[src/rtl/llc_input_sched_pkg.sv]
// Shared types and default sizing for the LLC input scheduler.
// Covers the conflict-replay FSM states, the set/count widths and the fairness/watchdog limits.
package llc_input_sched_pkg;

    typedef enum logic [1:0] {
        IDLE   = 2'd0,
        WAIT   = 2'd1,
        REPLAY = 2'd2
    } llc_sched_state_t;

    localparam int unsigned LLC_SET_BITS       = 8;
    localparam int unsigned LLC_REQS_BITS_P1   = 5;
    localparam int unsigned LLC_MAX_RSP_STREAK = 8;
    localparam int unsigned LLC_WDOG_CYCLES    = 4096;

endpackage

[src/rtl/llc_rsp_fairness_ctr.sv]
// Response-streak counter: after MAX_RSP_STREAK responses are accepted while a request waits,
// response valid is withheld for one slot so the waiting request gets through.
module llc_rsp_fairness_ctr
    import llc_input_sched_pkg::*;
#(
    parameter int unsigned CNT_BITS       = LLC_REQS_BITS_P1,
    parameter int unsigned MAX_RSP_STREAK = LLC_MAX_RSP_STREAK
) (
    input  logic                clk,
    input  logic                rst,
    input  logic                decode_en,
    input  logic                llc_rsp_in_valid_int,
    input  logic                llc_req_in_valid_int,
    input  logic                set_conflict,
    input  logic [CNT_BITS-1:0] mshr_cnt,
    input  logic                evict_stall,
    input  logic                do_get_rsp_next,
    input  logic                do_get_req_next,
    output logic                rsp_valid_gated
);

    localparam int unsigned STREAK_W = $clog2(MAX_RSP_STREAK + 1);
    localparam logic [STREAK_W-1:0] STREAK_MAX = STREAK_W'(MAX_RSP_STREAK);

    logic [STREAK_W-1:0] streak_q;
    logic [STREAK_W-1:0] streak_d;
    logic                starve_q;
    logic                starve_d;
    logic                req_waiting_s;

    // A replay counts as a waiting request even though the decoder serves it ahead of a new one.
    assign req_waiting_s = (llc_req_in_valid_int || set_conflict) &&
                           (mshr_cnt != {CNT_BITS{1'b0}}) && !evict_stall;

    // Streak next-state: reset on any request grant, count responses only while a request waits.
    always_comb begin
        streak_d = streak_q;
        if (decode_en && do_get_req_next) begin
            streak_d = {STREAK_W{1'b0}};
        end else if (decode_en && do_get_rsp_next && req_waiting_s && (streak_q != STREAK_MAX)) begin
            streak_d = streak_q + STREAK_W'(1);
        end else begin
            streak_d = streak_q;
        end
        starve_d = (streak_d == STREAK_MAX);
    end

    // Streak and starve registers.
    always_ff @(posedge clk or posedge rst) begin
        if (rst) begin
            streak_q <= {STREAK_W{1'b0}};
            starve_q <= 1'b0;
        end else begin
            streak_q <= streak_d;
            starve_q <= starve_d;
        end
    end

    assign rsp_valid_gated = llc_rsp_in_valid_int && !(starve_q && req_waiting_s);

endmodule

[src/rtl/llc_input_sched.sv]
// LLC input scheduler: owns replay of the single set-conflicted request (IDLE/WAIT/REPLAY)
// with a WAIT watchdog, and gates response valid for request/response fairness.
module llc_input_sched
    import llc_input_sched_pkg::*;
#(
    parameter int unsigned SET_BITS       = LLC_SET_BITS,
    parameter int unsigned CNT_BITS       = LLC_REQS_BITS_P1,
    parameter int unsigned MAX_RSP_STREAK = LLC_MAX_RSP_STREAK,
    parameter int unsigned WDOG_CYCLES    = LLC_WDOG_CYCLES
) (
    input  logic                clk,
    input  logic                rst,
    input  logic                decode_en,
    input  logic                llc_rsp_in_valid_int,
    input  logic                llc_req_in_valid_int,
    input  logic [CNT_BITS-1:0] mshr_cnt,
    input  logic                evict_stall,
    input  logic                do_get_rsp_next,
    input  logic                do_get_req_next,
    input  logic                set_req_from_conflict,
    input  logic                conflict_hit,
    input  logic [SET_BITS-1:0] conflict_set,
    input  logic                retire_valid,
    input  logic [SET_BITS-1:0] retire_set,
    output logic                rsp_valid_gated,
    output logic                set_conflict,
    output logic                req_backup_hold,
    output logic                watchdog_err,
    output logic                protocol_err
);

    localparam int unsigned WDOG_W = $clog2(WDOG_CYCLES);
    localparam logic [WDOG_W-1:0] WDOG_LAST = WDOG_W'(WDOG_CYCLES - 1);

    llc_sched_state_t    state_q;
    llc_sched_state_t    state_d;
    logic [SET_BITS-1:0] held_set_q;
    logic [SET_BITS-1:0] held_set_d;
    logic [WDOG_W-1:0]   wdog_q;
    logic [WDOG_W-1:0]   wdog_d;
    logic                wdog_err_q;
    logic                wdog_err_d;
    logic                prot_err_q;
    logic                prot_err_d;

    // FSM next-state, held set capture, watchdog count and sticky error flags.
    always_comb begin
        state_d    = state_q;
        held_set_d = held_set_q;
        wdog_d     = wdog_q;
        wdog_err_d = wdog_err_q || ((state_q == WAIT) && (wdog_q == WDOG_LAST));
        // A second conflict while one is held is a decoder bug; the held request is kept.
        prot_err_d = prot_err_q || (conflict_hit && (state_q != IDLE));
        case (state_q)
            IDLE: begin
                if (conflict_hit) begin
                    held_set_d = conflict_set;
                    wdog_d     = {WDOG_W{1'b0}};
                    if (retire_valid && (retire_set == conflict_set)) begin
                        state_d = REPLAY;
                    end else begin
                        state_d = WAIT;
                    end
                end else begin
                    state_d = IDLE;
                end
            end
            WAIT: begin
                wdog_d = (wdog_q == WDOG_LAST) ? wdog_q : (wdog_q + WDOG_W'(1));
                if (retire_valid && (retire_set == held_set_q)) begin
                    state_d = REPLAY;
                end else begin
                    state_d = WAIT;
                end
            end
            REPLAY: begin
                if (decode_en && set_req_from_conflict) begin
                    state_d = IDLE;
                end else begin
                    state_d = REPLAY;
                end
            end
            default: begin
                state_d = IDLE;
            end
        endcase
    end

    // State, held set, watchdog and error registers.
    always_ff @(posedge clk or posedge rst) begin
        if (rst) begin
            state_q    <= IDLE;
            held_set_q <= {SET_BITS{1'b0}};
            wdog_q     <= {WDOG_W{1'b0}};
            wdog_err_q <= 1'b0;
            prot_err_q <= 1'b0;
        end else begin
            state_q    <= state_d;
            held_set_q <= held_set_d;
            wdog_q     <= wdog_d;
            wdog_err_q <= wdog_err_d;
            prot_err_q <= prot_err_d;
        end
    end

    assign set_conflict    = (state_q == REPLAY);
    assign req_backup_hold = (state_q != IDLE);
    assign watchdog_err    = wdog_err_q;
    assign protocol_err    = prot_err_q;

    llc_rsp_fairness_ctr #(
        .CNT_BITS       (CNT_BITS),
        .MAX_RSP_STREAK (MAX_RSP_STREAK)
    ) u_fairness (
        .clk                  (clk),
        .rst                  (rst),
        .decode_en            (decode_en),
        .llc_rsp_in_valid_int (llc_rsp_in_valid_int),
        .llc_req_in_valid_int (llc_req_in_valid_int),
        .set_conflict         (set_conflict),
        .mshr_cnt             (mshr_cnt),
        .evict_stall          (evict_stall),
        .do_get_rsp_next      (do_get_rsp_next),
        .do_get_req_next      (do_get_req_next),
        .rsp_valid_gated      (rsp_valid_gated)
    );

endmodule
[config.mk]
export PLATFORM = sky130hd
export DESIGN_NAME = llc_input_sched
export DESIGN_NICKNAME = d
export VERILOG_FILES = /design/src/rtl/llc_input_sched_pkg.sv /design/src/rtl/llc_rsp_fairness_ctr.sv /design/src/rtl/llc_input_sched.sv
export SDC_FILE = /design/constraint.sdc
export NUM_CORES = 1
export LEC_CHECK = 0
export CORE_ASPECT_RATIO = 0.6
export CORE_MARGIN = 3
export CORE_UTILIZATION = 54
export CTS_CLUSTER_SIZE = 25
export DETAILED_ROUTE_END_ITERATION = 8
export PLACE_DENSITY = 0.88
export SKIP_LAST_GASP = 1
export SYNTH_ARGS = -nofsm -noshare
export SYNTH_HDL_FRONTEND = slang
export SYNTH_SLANG_ARGS = --single-unit
[constraint.sdc]
create_clock -name clk -period 2.91 [get_ports clk]
set_input_delay 0.4365 -clock clk [delete_from_list [all_inputs] [get_ports clk]]
set_output_delay 0.4365 -clock clk [all_outputs]
set_load 0.1 [all_outputs]
Yosys cells after proc, flatten, opt, wreduce, memory -nomap -nowiden
Cells that the tools add are included.
{"block": "classes", "add_sub_neg": 2, "n_eq_ne": 9, "mux": 10, "n_reduce_logical": 24}
{"op": "2-to-1 mux 12 bit", "count": 2}
{"op": "case mux 12 bit (2 select lines)", "count": 1}
{"op": "== test 8 bit", "count": 2}
{"op": "logical AND 1 bit", "count": 13}
{"op": "adder 12 x 1 -> 12 bit (second input constant)", "count": 1}
{"op": "== test 12 bit (second input constant)", "count": 1}
{"op": "2-to-1 mux 2 bit", "count": 4}
{"op": "2-to-1 mux 4 bit", "count": 2}
{"op": "case mux 2 bit (3 select lines)", "count": 1}
{"op": "nonzero test 5 bit", "count": 1}
{"op": "adder 4 x 1 -> 4 bit (second input constant)", "count": 1}
{"op": "== test 4 bit (second input constant)", "count": 1}
{"op": "!= test 2 bit (second input constant)", "count": 2}
{"op": "!= test 4 bit (second input constant)", "count": 1}
{"op": "nonzero test 2 bit", "count": 2}
{"op": "logical OR 1 bit", "count": 3}
{"op": "AND reduction 3 bit", "count": 1}
{"op": "== test 2 x 1 -> 1 bit (second input constant)", "count": 1}
{"op": "== test 2 bit (second input constant)", "count": 1}
{"op": "zero test 1 bit", "count": 2}
{"op": "zero test 2 bit", "count": 1}
{"op": "AND reduction 2 bit", "count": 1}
{"block": "word_totals", "ff_bits": 29, "in_bits": 32}

Logic depth before layout (Yosys ltp)
{"block": "logic_depth", "ltp_word": 9, "mapped_depth": 7, "mapped_depth_nobuf": 7}

Hierarchy
From an unflattened synthesis, not the netlist that was laid out.
{"block": "unflattened", "hier_cells": 166, "hier_area_um2": 1720.4}
{"mod": "llc_input_sched", "instances": 1, "cells_per_inst": 131, "area_each_um2": 1373.8}
{"mod": "llc_rsp_fairness_ctr", "instances": 1, "cells_per_inst": 35, "area_each_um2": 346.6}

Worst setup path before layout
OpenSTA, ideal clock, no wires.
{"block": "synth_path", "kind": "input to output", "start": "in mshr_cnt[0]", "end": "out rsp_valid_gated", "arrival_ns": 3.345, "t_required_ns": 2.474, "path_slack_ns": -0.871, "stages": 4, "path_buffers": 0, "path_cell_list": "or4_4 nor2_4 nor2_1 a21boi_0"}
{"block": "synth_between", "elab_chain_len": 6}
{"item": "from (decl)", "line_no": "llc_input_sched.sv:16", "text": "input logic [CNT_BITS-1:0] mshr_cnt,"}
{"item": "nonzero test 5 bit", "line_no": "llc_rsp_fairness_ctr.sv:33", "text": "(mshr_cnt != {CNT_BITS{1'b0}}) && !evict_stall;"}
{"item": "logical AND 1 bit", "line_no": "llc_rsp_fairness_ctr.sv:32", "text": "assign req_waiting_s = (llc_req_in_valid_int || set_conflict) &&"}
{"item": "logical AND 1 bit", "line_no": "llc_rsp_fairness_ctr.sv:33"}
{"item": "logical AND 1 bit", "line_no": "llc_rsp_fairness_ctr.sv:59", "text": "assign rsp_valid_gated = llc_rsp_in_valid_int && !(starve_q && req_waiting_s);"}
{"item": "zero test 1 bit", "line_no": "llc_rsp_fairness_ctr.sv:59"}
{"item": "logical AND 1 bit", "line_no": "llc_rsp_fairness_ctr.sv:59"}
{"item": "to (decl)", "line_no": "llc_input_sched.sv:25", "text": "output logic rsp_valid_gated,"}
No other way between the ends.

Worst setup path after layout
Same ends and word-level chain as after synthesis.

==> summary.txt <==
GRT
  • Global-route wire length before repair: 7.20 mm
  • Tot GR Track Use: 0.248
  • Pin count of the biggest net entering global routing: 30
  • Antenna violations before repair: 0
  • Residual overflow from global routing: 0
  • Number of global-route vias before repair: 1525

Die
  • Area of the core: 2700 sq um
  • Initial Util: 0.612
  • Horizontal extent of the die: 77.4 microns
  • Number of ports placed on the die boundary: 37
  • Number of placement rows: 14
  • Die span in y: 48.8 microns
  • Die Outline Area: 3780 sq um

Placed design
  • HPWL Detailed: 3.22 mm
  • # port buffers: 36
  • Pre-CTS setup slack: 432 ps
  • GP Congestion: 0.832

Yosys
  • Most used flip-flop cell after synthesis: sky130_fd_sc_hd__dfrtp_1
  • Number of synthesized register bits: 29
  • Portion of the post-synthesis area used by sequential elements: 0.440
  • Post-synth EDFFs: 0
  • Number of warnings issued by yosys: 0
  • Gate count of the mapped netlist: 164
  • Number of nets in the synthesized netlist: 199
  • Synthesized area: 1650 sq um
  • Post-synth cell types: 42
  • Synth async-reset ratio: 1.00
  • Post-synthesis average cell area: 10.1 sq um

Clocking
  • TritonCTS sink count: 29
  • CTS HTree Levels: 2
  • Bufs on Longest Clock Path: 2
  • CTS clk-pin slew, worst paths: 60 ps
  • Number of hold buffers added after cts: 0
  • Insertion delay of the later-clocked pin in the worst-skew pair: 280 ps
  • Number of CTS-inserted buffers: 5
  • CTS tree: built
  • Post-CTS Resized: 0
  • Root Buffer: sky130_fd_sc_hd__clkbuf_8
  • Post-CTS setup-driven buffer insertion count: 0

Setup path
  • RR Endpoint: u_fairness.starve_q$_DFF_PP0_
  • Critical Path Source Type: input pin
  • Slowest-stage cell, CP: sky130_fd_sc_hd__or4_4
  • Reg2Reg Launch Point: state_q[0]$_DFF_PP0_
  • Data arrival time at the worst-slack endpoint: 2030 ps
  • Crit path kind: in -> out
  • Cell-by-cell trace of the critical path: clkdlybuf4s50_1, or4_4, nor2_4, nor2_1, a21boi_2, buf_12
  • Maximum fanout along the worst path: 5
  • Worst-case reg-to-reg path depth: 5
  • Number of buffer and inverter instances along the worst setup path: 2
  • Kind of capture point of the worst setup path: primary output
  • Largest stage delay on the critical path: 550 ps
  • Stages on the worst setup path: 6
  • Required time of the critical path: 2470 ps
  • Worst reg2reg setup slack: 980 ps
  • Cell type group with the largest total delay on the critical path: simple AND/OR/NAND/NOR gates

Finish
  • Most frequent cells in the layout: 31 x sky130_fd_sc_hd__clkdlybuf4s50_1, 29 x sky130_fd_sc_hd__dfrtp_1, 14 x sky130_fd_sc_hd__nor2_1, 14 x sky130_fd_sc_hd__xnor2_1, 11 x sky130_fd_sc_hd__nand2_1
  • Area grow syn2layout: 31.2%
  • Share of cells above drive strength 1: 0.149
  • N_diodes: 0
  • Total area of sequential cells: 726 sq um
  • # nets final: 243
  • Area of combinational cells with multiple inputs: 886 sq um
  • Total of fill cells in the finished design: 193
  • Most common library cell in the layout ignoring fill and taps: sky130_fd_sc_hd__clkdlybuf4s50_1

Pwr
  • Power per cell area: 660 nW/um^2
  • Cell leakage power: 0.893 nW
  • Cell-internal power: 943 uW
  • Switching power summed over all nets: 487 uW
  • Highest ir drop seen on vdd: 0.000513 V
  • Part of the total power dissipated in the clock network: 0.233
  • Fraction of power spent switching nets: 0.340
  • Sequential Power Share: 0.439
  • Portion of total power attributed to combinational logic: 0.329

Job
  • Number of max-capacitance violations reported: 0

STA
  • Final worst-path setup slack: 440 ps
  • Slew Limit Headroom: 0.749
  • Finish-stage setup viols: 0
  • Highest attainable clock frequency: 405 MHz
  • Slew at the pin with the worst max-slew slack: 374 ps
  • Aggregate negative setup slack: 0 ps
  • Max-slew violation total from the final report: 0
  • RSZ-0062 raised after global routing: false
  • Final Hold Violating Endpoints: 0
  • Maximum clock skew at final layout: 2.84 ps
  • Post-route clock period utilization: 0.849
  • Time the final worst path needs with I/O delays and setup: 2470 ps

Detailed routing
  • DR DRC count: 0
  • Initial DRC Count: 77
  • Number of nets still failing antenna checks after routing: 0
  • Total via count after detailed routing: 1426
  • Vias per cell: 5.75
  • Routed len/inst: 17.1 microns
  • Wire length after detailed routing: 4.25 mm
  • Number of detailed-route iterations in the first pass: 4

Min path
  • Worst min-delay path startpoint: watchdog_err$_DFF_PP0_
  • Path category of the worst min-delay check: reg -> reg
  • End of the worst hold path: watchdog_err$_DFF_PP0_
  • WHS Path Cells: 1

Run status
  • Result of the run: finished, final reports clean
[registers in the layout (all words and copies together), names as in the netlist]
signal and flops:
u_fairness.starve_q 1, watchdog_err 1, protocol_err 1, held_set_q 8, state_q 2, wdog_q 12, u_fairness.streak_q 4
[final cells by class]
cell class / count / share of cell area
Timing Repair Buffer: 39 / 0.177
Sequential cell: 29 / 0.335
Clock buffer: 7 / 0.0399
Multi-Input combinational cell: 124 / 0.409
Tap cell: 40 / 0.0231
Inverter: 9 / 0.0156
[cell usage after synthesis (2+ instances only)]
| master | n | share of area |
|---|---|---|
| sky130_fd_sc_hd__xor2_1 | 7 | 0.037 |
| sky130_fd_sc_hd__dfrtp_1 | 29 | 0.44 |
| sky130_fd_sc_hd__a21o_1 | 3 | 0.014 |
| sky130_fd_sc_hd__or3_1 | 4 | 0.015 |
| sky130_fd_sc_hd__nor2b_1 | 2 | 0.0076 |
| sky130_fd_sc_hd__nand4_1 | 3 | 0.011 |
| sky130_fd_sc_hd__xnor2_1 | 14 | 0.074 |
| sky130_fd_sc_hd__a211oi_1 | 2 | 0.0091 |
| sky130_fd_sc_hd__nor2_1 | 14 | 0.032 |
| sky130_fd_sc_hd__nor3_1 | 7 | 0.021 |
| sky130_fd_sc_hd__mux2_2 | 8 | 0.055 |
| sky130_fd_sc_hd__nand3_1 | 7 | 0.021 |
| sky130_fd_sc_hd__o211a_1 | 3 | 0.018 |
| sky130_fd_sc_hd__nand2_1 | 11 | 0.025 |
| sky130_fd_sc_hd__a21oi_1 | 7 | 0.021 |
| sky130_fd_sc_hd__ha_1 | 3 | 0.023 |
| sky130_fd_sc_hd__inv_1 | 9 | 0.020 |
| sky130_fd_sc_hd__nor4_1 | 3 | 0.011 |
| sky130_fd_sc_hd__o21ai_0 | 4 | 0.012 |
| sky130_fd_sc_hd__nand3b_1 | 2 | 0.0091 |
[routing by layer]
layer,GRT usage,up-vias,part of all wire,wire length (microns)
li1,-,667,-,-
met1,0.276,691,0.41,1720
met2,0.457,58,0.51,2180
met3,0.0683,10,0.063,267
met4,0.0858,0,0.018,75
met5,0,-,0,0
[cells by family (layout without fill, tap and decap cells)]
family	Yosys count	count (layout)	synth area share
AO/OA/AOI/OAI	27	27	0.127
XOR/XNOR	21	21	0.111
adder cells (fa/ha/maj)	3	3	0.0227
buffers and inverters	11	55	0.0258
flip-flops	29	29	0.440
multiplexers	9	9	0.0607
AND/OR/NAND/NOR	64	64	0.213
[stage by stage]
step	total power [mW]	cell area (sq um)	instances	hold WS, ps	utilization
floorplan	0.937	1650	164	479	-
global placement	1.05	2080	241	439	0.770
detailed placement	1.10	2080	241	450	0.770
CTS	1.43	2160	248	463	0.802
global route	1.52	2160	248	483	0.802
finish	1.43	2160	248	462	0.802
[how the worst max path moves through the flow]
| stage | slack (ps) | from | endpoint |
|---|---|---|---|
| after floorplan | 460 | mshr_cnt[0] | rsp_valid_gated |
| after global placement | 510 | mshr_cnt[0] | rsp_valid_gated |
| after detailed placement | 430 | mshr_cnt[0] | rsp_valid_gated |
| after CTS | 440 | mshr_cnt[0] | rsp_valid_gated |
| after global routing | 400 | mshr_cnt[0] | rsp_valid_gated |
| final | 440 | mshr_cnt[0] | rsp_valid_gated |
[power by group through the flow]
stage | Sequential [mW] | Combinational (mW) | Clock [mW]
2_1_floorplan | 0.599 | 0.338 | 0
3_3_place_gp | 0.612 | 0.438 | 0
3_5_place_dp | 0.629 | 0.468 | 0
4_1_cts | 0.624 | 0.471 | 0.335
5_1_grt | 0.643 | 0.518 | 0.359
6_report | 0.627 | 0.470 | 0.332
Power figures use the tool's default switching activity.
